`config.mk`:
```
export PLATFORM = sky130hd
export DESIGN_NAME = masked_rand_source
export DESIGN_NICKNAME = d
export VERILOG_FILES = /design/src/rtl/aes128_package.sv /design/src/rtl/galois_lfsr_step.sv /design/src/rtl/masked_rand_source.sv
export SDC_FILE = /design/constraint.sdc
export NUM_CORES = 1
export LEC_CHECK = 0
export ABC_AREA = 1
export BUFFER_PORTS_ARGS = -buffer_cell sky130_fd_sc_hd__buf_2
export CORE_UTILIZATION = 55
export CTS_CLUSTER_SIZE = 14
export DETAILED_ROUTE_END_ITERATION = 12
export PLACE_DENSITY = 0.89
export SLEW_MARGIN = 20
export SYNTH_ARGS = -nofsm -noshare
export SYNTH_HDL_FRONTEND = slang
export SYNTH_HIERARCHICAL = 1
export SYNTH_SLANG_ARGS = --single-unit
export TNS_END_PERCENT = 1
```
`constraint.sdc`:
```
create_clock -name in_clock -period 7.34 [get_ports in_clock]
set_input_delay 1.835 -clock in_clock [delete_from_list [all_inputs] [get_ports in_clock]]
set_output_delay 1.835 -clock in_clock [all_outputs]
set_load 0.01 [all_outputs]
```
`src/rtl/aes128_package.sv`:
```
// Shared definitions for the masked AES datapath: share bookkeeping,
// LFSR constants and the randomness-source state type.
package aes128_package;

    // Number of pairwise random elements consumed by one masked multiply.
    function automatic int num_quad(input int num_shares);
        return (num_shares * (num_shares - 1)) / 2;
    endfunction

    localparam logic [31:0] LFSR_POLY_MASK  = 32'h80200003;
    localparam logic [31:0] LFSR_ZERO_SUBST = 32'h00000001;

    typedef enum logic [1:0] {
        RS_SEED   = 2'd0,
        RS_WARMUP = 2'd1,
        RS_RUN    = 2'd2
    } rand_state_t;

endpackage

```
`src/rtl/galois_lfsr_step.sv`:
```
// Pure combinational STEPS-fold advance of a 32-bit Galois LFSR
// (x^32+x^22+x^2+x+1, right-shifting form).
module galois_lfsr_step
    import aes128_package::*;
#(
    parameter int STEPS = 32
) (
    input  logic [31:0] i_state,
    output logic [31:0] o_state
);

    logic [31:0] w_state;

    always_comb begin
        w_state = i_state;
        for (int k = 0; k < STEPS; k++) begin
            w_state = w_state[0] ? ((w_state >> 1) ^ LFSR_POLY_MASK) : (w_state >> 1);
        end
    end

    assign o_state = w_state;

endmodule

```
`src/rtl/masked_rand_source.sv`:
```
// Seeded LFSR bank producing fresh r/p masking words for one masked
// multiplier draw per valid/ready handshake; a draw is never shown twice.
module masked_rand_source
    import aes128_package::*;
#(
    parameter int NUM_SHARES     = 2,
    parameter int BIT_WIDTH      = 4,
    parameter int STEPS_PER_DRAW = 32,
    parameter int WARMUP_DRAWS   = 4,
    localparam int NUM_QUAD      = num_quad(NUM_SHARES),
    localparam int R_BITS        = NUM_QUAD * BIT_WIDTH
) (
    input  logic              in_clock,
    input  logic              in_reset,
    input  logic [31:0]       in_seed,
    input  logic              in_seed_valid,
    output logic              out_seed_ready,
    input  logic              in_reseed,
    output logic [R_BITS-1:0] out_r,
    output logic [R_BITS-1:0] out_p,
    output logic              out_valid,
    input  logic              in_ready
);

    localparam int TOTAL     = 2 * R_BITS;
    localparam int NUM_LANES = (TOTAL + 31) / 32;
    localparam int IDX_W     = (NUM_LANES > 1) ? $clog2(NUM_LANES) : 1;
    localparam int CNT_W     = (WARMUP_DRAWS > 1) ? $clog2(WARMUP_DRAWS) : 1;

    rand_state_t      r_state;
    rand_state_t      w_next_state;
    logic [31:0]      r_lane      [NUM_LANES];
    logic [31:0]      w_lane_next [NUM_LANES];
    logic [IDX_W-1:0] r_idx;
    logic [CNT_W-1:0] r_cnt;
    logic [TOTAL-1:0] w_stream;

    logic w_seed_xfer;
    logic w_last_seed;
    logic w_warm_done;
    logic w_advance;

    genvar g;
    generate
        for (g = 0; g < NUM_LANES; g++) begin : g_lane
            galois_lfsr_step #(.STEPS(STEPS_PER_DRAW)) u_step (
                .i_state (r_lane[g]),
                .o_state (w_lane_next[g])
            );
            // The top lane is only partially visible when TOTAL is not a multiple of 32.
            if ((g + 1) * 32 <= TOTAL) begin : g_full
                assign w_stream[g*32 +: 32] = r_lane[g];
            end else begin : g_part
                assign w_stream[TOTAL-1:g*32] = r_lane[g][TOTAL-1-g*32:0];
            end
        end
    endgenerate

    assign w_seed_xfer = (r_state == RS_SEED) && in_seed_valid && !in_reseed;
    assign w_last_seed = w_seed_xfer && (r_idx == IDX_W'(NUM_LANES - 1));
    assign w_warm_done = (r_state == RS_WARMUP) && (int'(r_cnt) == WARMUP_DRAWS - 1);
    assign w_advance   = (r_state == RS_WARMUP) || ((r_state == RS_RUN) && in_ready);

    always_comb begin
        w_next_state = r_state;
        case (r_state)
            RS_SEED:   if (w_last_seed) w_next_state = (WARMUP_DRAWS == 0) ? RS_RUN : RS_WARMUP;
            RS_WARMUP: if (w_warm_done) w_next_state = RS_RUN;
            RS_RUN:    w_next_state = RS_RUN;
            default:   w_next_state = RS_SEED;
        endcase
        if (in_reseed) w_next_state = RS_SEED;
    end

    always_ff @(posedge in_clock or posedge in_reset) begin
        if (in_reset) begin
            r_state <= RS_SEED;
            r_idx   <= '0;
            r_cnt   <= '0;
        end else begin
            r_state <= w_next_state;
            if (in_reseed)        r_idx <= '0;
            else if (w_seed_xfer) r_idx <= w_last_seed ? '0 : r_idx + IDX_W'(1);
            if ((r_state == RS_WARMUP) && !w_warm_done && !in_reseed) r_cnt <= r_cnt + CNT_W'(1);
            else                                                      r_cnt <= '0;
        end
    end

    // A consume coinciding with reseed still advances, so that draw is burned.
    always_ff @(posedge in_clock or posedge in_reset) begin
        if (in_reset) begin
            for (int k = 0; k < NUM_LANES; k++) r_lane[k] <= LFSR_ZERO_SUBST;
        end else begin
            for (int k = 0; k < NUM_LANES; k++) begin
                if (w_advance)
                    r_lane[k] <= w_lane_next[k];
                else if (w_seed_xfer && (r_idx == IDX_W'(k)))
                    r_lane[k] <= (in_seed == 32'h0) ? LFSR_ZERO_SUBST : in_seed;
            end
        end
    end

    assign out_seed_ready = (r_state == RS_SEED) && !in_reset;
    assign out_valid      = (r_state == RS_RUN) && !in_reset;
    assign out_r          = w_stream[R_BITS-1:0];
    assign out_p          = w_stream[TOTAL-1:R_BITS];

endmodule
```
==> impl_metrics.toml <==
[timing]
final-hold-violation-count = 0
post-route-min-period_ps = 5140
setup_viol_count_final = 0
period_share_pct = 70.1
maxSlewHeadroom_pct = 49.0
fin_skew_ps = 8.58
slew_violations = 0
tightestPinTransition_ps = 764
fin_tns_setup_ps = 0
rsz0062_at_grt = "false"
max_freq_mhz = 194

[global_routing]
grt_pass1_wl_mm = 15.1
track_usage_pct = 30.2
grt_pass1_vias = 3201
grt_antenna_before_repair = 0
gr-total-overflow = 0
grt_max_degree = 38

[cts]
post-cts-setup-buffer-count = 0
htree_levels = 2
cts_buffer_depth = 2
cts_inserted_buffers = 5
cts-hold-fix-buffers = 0
clkTransAtPathRegs_ps = 90
post_cts_resized = 0
cts_sinks = 37
cts-root-buf = "clkbuf_8"
cts_tree = "built"
clk_latency_ps = 300

[logic_synthesis]
syn_area_mm2 = 0.00352
ys_types = 30
synth_seq_cells = 37
syn_inst = 496
synthMuxAreaShare_pct = 0
ys_warn_count = 6
synth_compound_area_share_pct = 1.39
synthSimpleGateAreaFrac_pct = 46.6
synth_top_family_by_area = "simple AND/OR/NAND/NOR gates"
synthXorXnorAreaFrac_pct = 14.6
seq_area_frac_synth_pct = 26.4
syn-num-nets = 538
synth-adder-area-share_pct = 1.78
avgSynthCellArea_um2 = 7.09

[die]
initial_core_util_pct = 58.3
fp.dieArea_mm2 = 0.00672
design.core.area_mm2 = 0.00603
die_h_um = 82.0
io-pin-count = 47
dieWidth_um = 82.0
core.rowCount = 28

[cells_and_area]
antenna_cells = 0
layout_commonest_cell = "nand2_1"
nets = 574
fillers = 554
final_cell_mix = "nand2_1 (140), nand3_1 (102), buf_2 (46)"
drive_above_1_share_pct = 24.2
syn2layout_area_growth_pct = 9.89

[worst_setup_path]
crit_path_frequent_cell = "nand2_2"
cpPeakStageDelay_ps = 620
reg2reg_from = "r_lane[0]"
crit_fanout = 8
critPathSlowestCell = "dfstp_2"
criticalPathCategory = "reg2reg"
worst_setup_path_start_kind = "flip-flop"
rrSetupSlack_ps = 2200
worstSetupEndpointType = "flip-flop"
endpoint = "r_lane[21]"
cp.arrival_ps = 5330
setup.worst_path.start = "r_lane[0]"
r2r-end = "r_lane[21]"
critPathRequiredTime_ps = 7520
r2r_cells = 41

[detailed_routing]
drt_pass1_iterations = 4
via_per_inst = 5.52
drc = 0
drt_iter0_drc = 280
vias = 3358
totalWireLength_mm = 9.28
drtAntennaViolNets = 0
routedWlPerCell_um = 15.3

[placed_design]
portBuffers = 46
dpl.hpwl_mm = 7.12
globalplace.congestion = 0.937

[hold_path]
hold_path.class = "reg2reg"

[outcome]
status = "finished, final reports clean"

[job]
cap_violations = 0
## stage by stage
stage / utilization (%) / hold slack, ps / setup WS (ps) / area (um2) / std cells
floorplan: - / 409 / 3160 / 3520 / 496
global placement: 61.9 / 424 / 2500 / 3730 / 600
detailed placement: 61.9 / 427 / 2360 / 3730 / 600
CTS: 64.1 / 438 / 2290 / 3860 / 608
global route: 64.1 / 469 / 1750 / 3860 / 608
finish: 64.1 / 435 / 2200 / 3860 / 608
## cell type report
| cell class | instances | area [um2] | area share (%) |
|---|---|---|---|
| multi-input combinational | 387 | 2260 | 58.5 |
| sequential | 37 | 927 | 24.0 |
| timing repair buffer | 49 | 253 | 6.54 |
| inverter | 52 | 195 | 5.05 |
| tap | 75 | 93.8 | 2.43 |
| clock buffer | 5 | 68.8 | 1.78 |
| clock inverter | 3 | 65.1 | 1.68 |
## worst max-delay path: cells and delay by family, from the launching register on
family,cells,cell delay (ps)
xor+xnor,1,300
buf+inv,2,170
simple gates,38,3920
flops,1,620
## worst min path at each step
stage	start	to	slack (ps)	cells after the start
floorplan	r_cnt[0]	r_cnt[0]	410	1
finish	r_cnt[0]	r_cnt[0]	430	1
detailed placement	r_cnt[0]	r_cnt[0]	430	1
global route	r_cnt[0]	r_cnt[0]	470	1
global placement	r_cnt[0]	r_cnt[0]	420	1
CTS	r_cnt[0]	r_cnt[0]	440	1
## kinds of logic (layout without fill, tap and decap cells)
kind of cell / count (synthesis) / in the layout
xor+xnor: 47 / 47
flops: 37 / 37
fa+ha+maj: 5 / 5
compound gates: 6 / 6
buf+inv: 72 / 109
simple gates: 329 / 329
## cell usage after synthesis (all sizes together)
| cell | number | share of area [%] |
|---|---|---|
| nand3 | 119 | 20 |
| xor2 | 30 | 7.7 |
| o21ai | 3 | 0.43 |
| a21oi | 1 | 0.25 |
| nand3b | 1 | 0.21 |
| dfstp | 1 | 0.75 |
| buf | 15 | 3.2 |
| nand2 | 178 | 23 |
| nor3 | 3 | 0.75 |
| inv | 52 | 5.6 |
| xnor2 | 11 | 3.0 |
| ha | 5 | 1.8 |
| dfrtp | 36 | 26 |
| o211ai | 2 | 0.71 |
| nor2 | 28 | 3.2 |
| xnor3 | 6 | 3.9 |
| clkbuf | 5 | 0.53 |
## registers in the layout, summed over array words and instances, names as in the netlist
register	cells
r_lane	32
r_cnt	2
r_state	2
r_idx	1
## per-layer routing
metal / wire [um] / GRT usage (%) / vias to the layer above
li1: - / - / 1644
met1: 3990 / 39.7 / 1586
met2: 4390 / 49.7 / 106
met3: 661 / 4.89 / 22
met4: 243 / 10.7 / 0
met5: 0 / 0 / -
Power is not shown: default switching activity piles up to over one toggle a cycle in this logic, so the estimate is an artifact.
